===== config.mk =====
export PLATFORM = sky130hd
export DESIGN_NAME = uart_tx_scheduler
export DESIGN_NICKNAME = d
export VERILOG_FILES = /design/src/rtl/uart_tx_scheduler.sv
export SDC_FILE = /design/constraint.sdc
export NUM_CORES = 1
export LEC_CHECK = 0
export BUFFER_PORTS_ARGS = -buffer_cell sky130_fd_sc_hd__buf_2
export CAP_MARGIN = 20
export CORE_ASPECT_RATIO = 2
export CORE_UTILIZATION = 42
export CTS_CLUSTER_DIAMETER = 50
export CTS_CLUSTER_SIZE = 20
export DETAILED_ROUTE_END_ITERATION = 16
export MAX_ROUTING_LAYER = met4
export PLACE_DENSITY = 0.95
export SETUP_SLACK_MARGIN = 0.5
export SLEW_MARGIN = 20
export SYNTH_ARGS = -nofsm -noshare
export SYNTH_HDL_FRONTEND = slang
export SYNTH_SLANG_ARGS = --single-unit

===== constraint.sdc =====
create_clock -name clk -period 4.59 [get_ports clk]
set_clock_uncertainty 0.05 [all_clocks]
set_input_delay 0.918 -clock clk [delete_from_list [all_inputs] [get_ports clk]]
set_output_delay 0.918 -clock clk [all_outputs]
set_load 0.01 [all_outputs]

===== src/rtl/uart_tx_scheduler.sv =====
// uart_tx_scheduler: round-robin arbiter feeding bytes from NUM_REQ producers into one UART slot.
// Optional packet lock (keep grant until req_last) is enabled by defining UART_TX_SCHED_PKT_LOCK_EN.
module uart_tx_scheduler #(
  parameter int          NUM_REQ   = 4,
  parameter logic [15:0] CTRL_INIT = 16'h8035
) (
  input  logic                 clk,
  input  logic                 reset,
  input  logic [NUM_REQ-1:0]   req_valid,
  input  logic [8*NUM_REQ-1:0] req_data,
  input  logic [NUM_REQ-1:0]   req_last,
  output logic [NUM_REQ-1:0]   req_ready,
  input  logic                 cfg_load,
  input  logic [15:0]          cfg_ctrl,
  output logic [NUM_REQ-1:0]   grant,
  output logic                 busy,
  output logic                 slot_cs,
  output logic                 slot_read,
  output logic                 slot_write,
  output logic [4:0]           slot_addr,
  output logic [31:0]          slot_wr_data,
  input  logic [31:0]          slot_rd_data
);
  localparam int PW = $clog2(NUM_REQ);
  localparam logic [2:0] S_RST   = 3'd0;
  localparam logic [2:0] S_INIT  = 3'd1;
  localparam logic [2:0] S_IDLE  = 3'd2;
  localparam logic [2:0] S_POLL  = 3'd3;
  localparam logic [2:0] S_WRITE = 3'd4;
  localparam logic [2:0] S_CFG   = 3'd5;
  logic [2:0] state_q, state_d;
  logic [PW-1:0] gidx_q, gidx_d, rr_q, rr_d, sel, idx;
  logic cfg_pend_q, cfg_pend_d;
  logic [15:0] cfg_q, cfg_d;
  logic [NUM_REQ-1:0] g_oh;
  logic [7:0] g_byte;
  logic poll_ok, wr_done, ctrl_wr;
`ifdef UART_TX_SCHED_PKT_LOCK_EN
  // An unlocked owner holds req_valid anyway, so requiring it in POLL only matters mid-packet.
  assign poll_ok = ~slot_rd_data[4] & req_valid[gidx_q];
  assign wr_done = req_last[gidx_q];
  logic unused_rd;
  assign unused_rd = ^{slot_rd_data[31:5], slot_rd_data[3:0]};
`else
  assign poll_ok = ~slot_rd_data[4];
  assign wr_done = 1'b1;
  logic unused_rd;
  assign unused_rd = ^{req_last, slot_rd_data[31:5], slot_rd_data[3:0]};
`endif
  // Descending scan so the closest valid index at or after rr_q wins.
  always_comb begin
    sel = rr_q;
    idx = rr_q;
    for (int k = NUM_REQ - 1; k >= 0; k--) begin
      idx = PW'((int'(rr_q) + k) % NUM_REQ);
      if (req_valid[idx]) sel = idx;
    end
  end
  always_comb begin
    state_d = (state_q == S_RST)   ? S_INIT :
              (state_q == S_IDLE)  ? (cfg_pend_q ? S_CFG : (|req_valid) ? S_POLL : S_IDLE) :
              (state_q == S_POLL)  ? (poll_ok ? S_WRITE : S_POLL) :
              (state_q == S_WRITE) ? (wr_done ? S_IDLE : S_POLL) : S_IDLE;
    gidx_d = (state_q == S_IDLE && !cfg_pend_q && (|req_valid)) ? sel : gidx_q;
    rr_d = (state_q == S_WRITE && wr_done) ?
           ((int'(gidx_q) == NUM_REQ - 1) ? '0 : gidx_q + PW'(1)) : rr_q;
    cfg_pend_d = cfg_load | (cfg_pend_q & (state_q != S_CFG));
    cfg_d = cfg_load ? cfg_ctrl : cfg_q;
  end
  always_ff @(posedge clk or posedge reset) begin
    if (reset) begin
      state_q    <= S_RST;
      gidx_q     <= '0;
      rr_q       <= '0;
      cfg_pend_q <= 1'b0;
      cfg_q      <= '0;
    end else begin
      state_q    <= state_d;
      gidx_q     <= gidx_d;
      rr_q       <= rr_d;
      cfg_pend_q <= cfg_pend_d;
      cfg_q      <= cfg_d;
    end
  end
  assign g_oh = NUM_REQ'(1) << gidx_q;
  assign g_byte = req_data[{gidx_q, 3'b000} +: 8];
  assign ctrl_wr = (state_q == S_INIT) || (state_q == S_CFG);
  assign busy = state_q != S_IDLE;
  assign grant = (state_q == S_POLL || state_q == S_WRITE) ? g_oh : '0;
  assign req_ready = (state_q == S_WRITE) ? g_oh : '0;
  assign slot_cs = ctrl_wr || state_q == S_POLL || state_q == S_WRITE;
  assign slot_read = state_q == S_POLL;
  assign slot_write = ctrl_wr || state_q == S_WRITE;
  assign slot_addr = (state_q == S_POLL) ? 5'd1 : (state_q == S_WRITE) ? 5'd3 : 5'd0;
  assign slot_wr_data = (state_q == S_INIT)  ? {16'h0, CTRL_INIT} :
                        (state_q == S_CFG)   ? {16'h0, cfg_q} :
                        (state_q == S_WRITE) ? {24'h0, g_byte} : '0;
endmodule


; ---- After elaboration in Yosys (flattened, before gate mapping)
; Index checks and enable logic that the tools add are counted.
[word_totals]
regBits = 24
latch_bits = 0
mem_bits_rw = 0
romBits = 0
out_inout_bits = 49
elab_cells = 61
n_memories = 0
[classes]
add_sub_neg = 4
multipliers = 0
div = 0
order_cmp = 4
n_eq_ne = 8
shift = 2
mux = 26
bitwise = 2
reduce_logical = 10
[ops]
columns = operator, count
row1 = 16-bit 2-to-1 mux, 2
row2 = 32-bit by 6-bit variable part select with 8-bit output, 1
row3 = 3-bit 2-to-1 mux, 5
row4 = 2-bit 2-to-1 mux, 7
row5 = 2-bit by 3-bit < comparator with 1-bit output (second input constant), 4
row6 = 1-bit binary-select mux with 2-bit select, 4
row7 = 4-bit 2-to-1 mux, 2
row8 = 8-bit 2-to-1 mux, 1
row9 = 3-bit by 2-bit == test with 1-bit output (second input constant), 2
row10 = 3-bit == test (second input constant), 2
row11 = 1-bit logical OR, 5
row12 = 1-bit 2-to-1 mux, 5
row13 = 2-bit by 1-bit adder with 2-bit output (second input constant), 2
row14 = 2-bit adder (second input constant), 2
row15 = 4-bit OR reduction, 1
row16 = 1-bit by 2-bit << shifter with 4-bit output (first input constant), 1
row17 = 3-bit by 1-bit == test with 1-bit output (second input constant), 1
row18 = 3-bit zero test, 1
row19 = 3-bit by 2-bit inequality test with 1-bit output (second input constant), 1
row20 = 3-bit inequality test (second input constant), 1
row21 = 2-bit by 1-bit == test with 1-bit output (second input constant), 1
row22 = 1-bit logical AND, 2
row23 = 1-bit AND, 1
row24 = 1-bit zero test, 1
row25 = 1-bit OR, 1

; ---- Logic depth before layout (Yosys ltp)
[depth]
depth_word = 7
depth_mapped = 5

; ---- Least setup slack after synthesis
; OpenSTA, ideal clock, no wires.
[synth_path]
path_type = input -> output
start = in req_data[25]
end = out slot_wr_data[1]
t_arrival_ns = 1.575
t_required_ns = 3.622
slack_ns = 2.047
path_stages = 2
n_path_buf = 0
cell_sequence = mux4_2 a22o_1
[synth_via]
elab_chain_cells = 4
[synth_lines]
columns = element, line
row1 = "start, declared", 10  ; input logic [8*NUM_REQ-1:0] req_data,
row2 = 32-bit by 6-bit variable part select with 8-bit output, 86  ; assign g_byte = req_data[{gidx_q, 3'b000} +: 8];
row3 = 8-bit 2-to-1 mux, 97  ; (state_q == S_WRITE) ? {24'h0, g_byte} : '0;
row4 = 16-bit 2-to-1 mux, 96  ; (state_q == S_CFG) ? {16'h0, cfg_q} :
row5 = 16-bit 2-to-1 mux, 95  ; assign slot_wr_data = (state_q == S_INIT) ? {16'h0, CTRL_INIT} :
row6 = "end, declared", 21  ; output logic [31:0] slot_wr_data,
; No other way between the ends.

; ---- Final worst setup path
[layout_path]
start = reg state_q[2]
end = out grant[3]
[layout_via]
elab_chain_cells = 3
word_cells_on_any_way = 4
[layout_lines]
columns = element, line
row1 = "start, declared", 31  ; logic [2:0] state_q, state_d;
row2 = "start signal, assigned", 78  ; state_q <= state_d;
row3 = 3-bit by 2-bit == test with 1-bit output / 3-bit == test (equally long branches), 89  ; assign grant = (state_q == S_POLL || state_q == S_WRITE) ? g_oh : '0;
row4 = 1-bit logical OR (*), 89
row5 = 4-bit 2-to-1 mux (*), 89
row6 = "end, declared", 15  ; output logic [NUM_REQ-1:0] grant,
; Mark *: on every way between the ends. The rest lies on a longest branch, timed or not.

==> flow_summary_export.csv <==
group,metric,value,unit
outcome,status,"complete, no violations",
power_and_ir_drop,p_sw_frac,0.360,
place,placed_area,2040,µm²
critical_path,cp_slowest_stage_delay,0.87,ns
synthesis,netlist_top_cells_area,"dfrtp_1 (36%), mux4_2 (11%), mux2_2 (10%)",
cts,h-tree-depth,1,
cts,postCtsResizedCells,0,
timing,maxSlewHeadroom,0.332,
timing,setup_slack,1.40,ns
power_and_ir_drop,p_leak,1.10,nW
layout,areaGrowthSynthToFinish,25.2,%
timing,tightest_slew,0.997,ns
cts,cts_root_buf,"clkbuf_8",
synthesis,synth_top_area_cell,"dfrtp_1",
global_route,grt_max_degree,25,
timing,fin_setup_tns,0,ns
layout,post-route-util,0.545,
timing,fmax,314,MHz
global_route,track_usage,0.209,
synthesis,synthArstFlopShare,1.00,
place,gp_congestion,0.810,
layout,finalNetCount,339,
synthesis,synthesis.area,1670,µm²
place,portBuffers,85,
power_and_ir_drop,clkPwrFrac,0.182,
drt,drc,0,
place,detailedPlace.worstSlack,1.70,ns
layout,final_area,2090,µm²
hold_path,min-delay-start,"cfg_q[10]",
drt,routed_wirelength,4110,µm
power_and_ir_drop,p_int,0.496,mW
synthesis,yosysMostFrequentCell,"dfrtp_1",
synthesis,synthTopCellsByCount,"dfrtp_1 (24), buf_4 (19), and2_1 (15), mux2_2 (15), nand2_1 (10)",
synthesis,syn_avg_cell_area,10.2,µm²
cts,cts_hold_buf,0,
critical_path,crit_arrival,2.22,ns
global_route,grt_pass1_vias,1478,
critical_path,critPathKind,"reg2out",
critical_path,crit_path_end_kind,"output port",
hold_path,holdPathEnd,"cfg_q[10]",
timing,fin_crit_sh,0.694,
cts,insertion_delay,0.26,ns
cts,postCtsSetupBuffers,0,
floorplanning,die_y,91.2,µm
critical_path,rrSetupSlack,2.79,ns
place,dp_hpwl,3350,µm
critical_path,worstSetupStartpointType,"register",
cts,cts_buffers,3,
critical_path,worstPathMaxFanout,18,
synthesis,synth_edf_count,0,
floorplanning,start_util,0.435,
drt,ant_nets,0,
place,placedCellCount,290,
power_and_ir_drop,p_sw,0.279,mW
timing,timing.hold.ws,0.455,ns
global_route,antenna_found_initial,0,
timing,hold_violations,0,
hold_path,holdPathStages,1,
critical_path,crit_path_top_delay_cell,"nor3b_2",
power_and_ir_drop,ir_drop,0.000289,V
critical_path,required,3.62,ns
timing,final_max_slew_viol_count,0,
cts,clock_sinks,24,
synthesis,ys_types,32,
run,maxCapViolCount,0,
global_route,grt_pass1_wl,6350,µm
synthesis,yosysSeqAreaShare,0.359,
power_and_ir_drop,comb_power_share,0.394,
synthesis,ys_seq_elements,24,
synthesis,synth.top_cell.area_share,0.359,
cts,clk_pin_slew_worst_paths,0.08,ns
timing,rsz0062_at_grt,"false",
critical_path,rr_startpoint,"state_q[2]",
cts,cts_buffer_depth,2,
floorplanning,pin_count,140,
drt,drt_iter0_drc,36,
synthesis,yosysWarningCount,0,
timing,fin_crit,3.19,ns
floorplanning,core,3840,µm²
floorplanning,fp-row-count,32,
synthesis,syn_inst,164,
layout,fillers,375,
drt,post_drt_wl_per_cell,13.9,µm
floorplanning,die_width,46.6,µm
power_and_ir_drop,power.density,370,nW/µm²
hold_path,hold_path.class,"reg2reg",
drt,drtPass1Iterations,4,
cts,cts_tree,"yes",
drt,via_per_inst,5.00,
power_and_ir_drop,seq_power_share,0.424,
drt,num_vias,1474,
floorplanning,dieArea,4250,µm²
synthesis,synthFlopType,"dfrtp_1",
critical_path,worst_r2r_path_depth,2,
critical_path,r2r_end,"rr_q[0]",
timing,setup_viol,0,
power_and_ir_drop,p_total,0.775,mW
layout,fin_cells,295,
critical_path,path_cells,"nor3b_2 -> nand2b_1 -> and2_1 -> buf_2",
global_route,overflow,0,
layout,drive_gt1_frac,0.473,
==> state kept, by name, summed over array words and instances (netlist names) <==
| register | count |
|---|---|
| cfg_pend_q | 1 |
| cfg_q | 16 |
| gidx_q | 2 |
| rr_q | 2 |
| state_q | 3 |
==> power groups by stage <==
stage               combinational, mW  clock, mW  sequential (mW)
finish                          0.305      0.141            0.328
global route                    0.336      0.153            0.341
CTS                             0.305      0.145            0.330
detailed placement              0.303          0            0.335
global placement                0.292          0            0.331
floorplan                       0.283          0            0.278
==> final cells by class <==
| cell class | instances | area (µm²) | area share |
|---|---|---|---|
| multi-input combinational | 121 | 912 | 0.436 |
| sequential | 24 | 601 | 0.287 |
| inverter | 9 | 33.8 | 0.0161 |
| timing repair buffer | 85 | 425 | 0.203 |
| tap | 51 | 63.8 | 0.0305 |
| clock buffer | 4 | 55.1 | 0.0263 |
| antenna | 1 | 2.50 | 0.00120 |
==> worst max-delay path by stage <==
stage	start	to	slack, ns	cells past startpoint
floorplan	req_data[25]	slot_wr_data[1]	2.05	2
global placement	state_q[2]	grant[2]	1.68	4
detailed placement	state_q[2]	grant[3]	1.70	4
CTS	state_q[2]	grant[3]	1.38	4
global route	state_q[2]	grant[3]	1.20	4
finish	state_q[2]	grant[3]	1.40	4
==> metal layers <==
| metal | up-vias | wire length [µm] | track usage |
|---|---|---|---|
| met1 | 700 | 1430 | 0.219 |
| met3 | 10 | 256 | 0.0358 |
| met2 | 81 | 2330 | 0.358 |
| li1 | 683 | - | - |
| met5 | - | 0 | - |
| met4 | 0 | 89 | 0.0952 |
==> cells in the final DEF (no fill, tap or decap), drive strengths merged <==
| cell | n |
|---|---|
| ha | 4 |
| inv | 9 |
| or3 | 1 |
| or2b | 1 |
| nor4 | 1 |
| o32ai | 1 |
| dfrtp | 24 |
| and3b | 1 |
| diode | 1 |
| nor2b | 6 |
| clkbuf | 4 |
| o22ai | 3 |
| a21oi | 7 |
| nand2b | 4 |
| a31oi | 1 |
| nor2 | 6 |
| nand2 | 10 |
| or3b | 1 |
| a22o | 4 |
| o21ai | 9 |
| buf | 85 |
| mux4 | 8 |
| or4 | 1 |
| and2 | 15 |
| nor3b | 1 |
| mux2 | 15 |
| nand3b | 1 |
| o21bai | 1 |
| conb | 19 |
==> critical path: cells and delay by family (launching register included) <==
family        cells  cell delay, ns
buf+inv           1            0.12
flops             1            0.54
simple gates      3            1.29
==> kinds of logic (layout without fill, tap and decap cells) <==
kind of cell               Yosys count  count (layout)  share of synthesized area
and+or+nand+nor                     49              49                      0.171
buffers and inverters               37              98                      0.135
AOI/OAI and AO/OA                   26              26                     0.0936
DFF                                 24              24                      0.359
muxes                               23              23                      0.209
adders and majority gates            4               4                     0.0299
other                                1              20                    0.00224
Power figures use the tool's default switching activity.
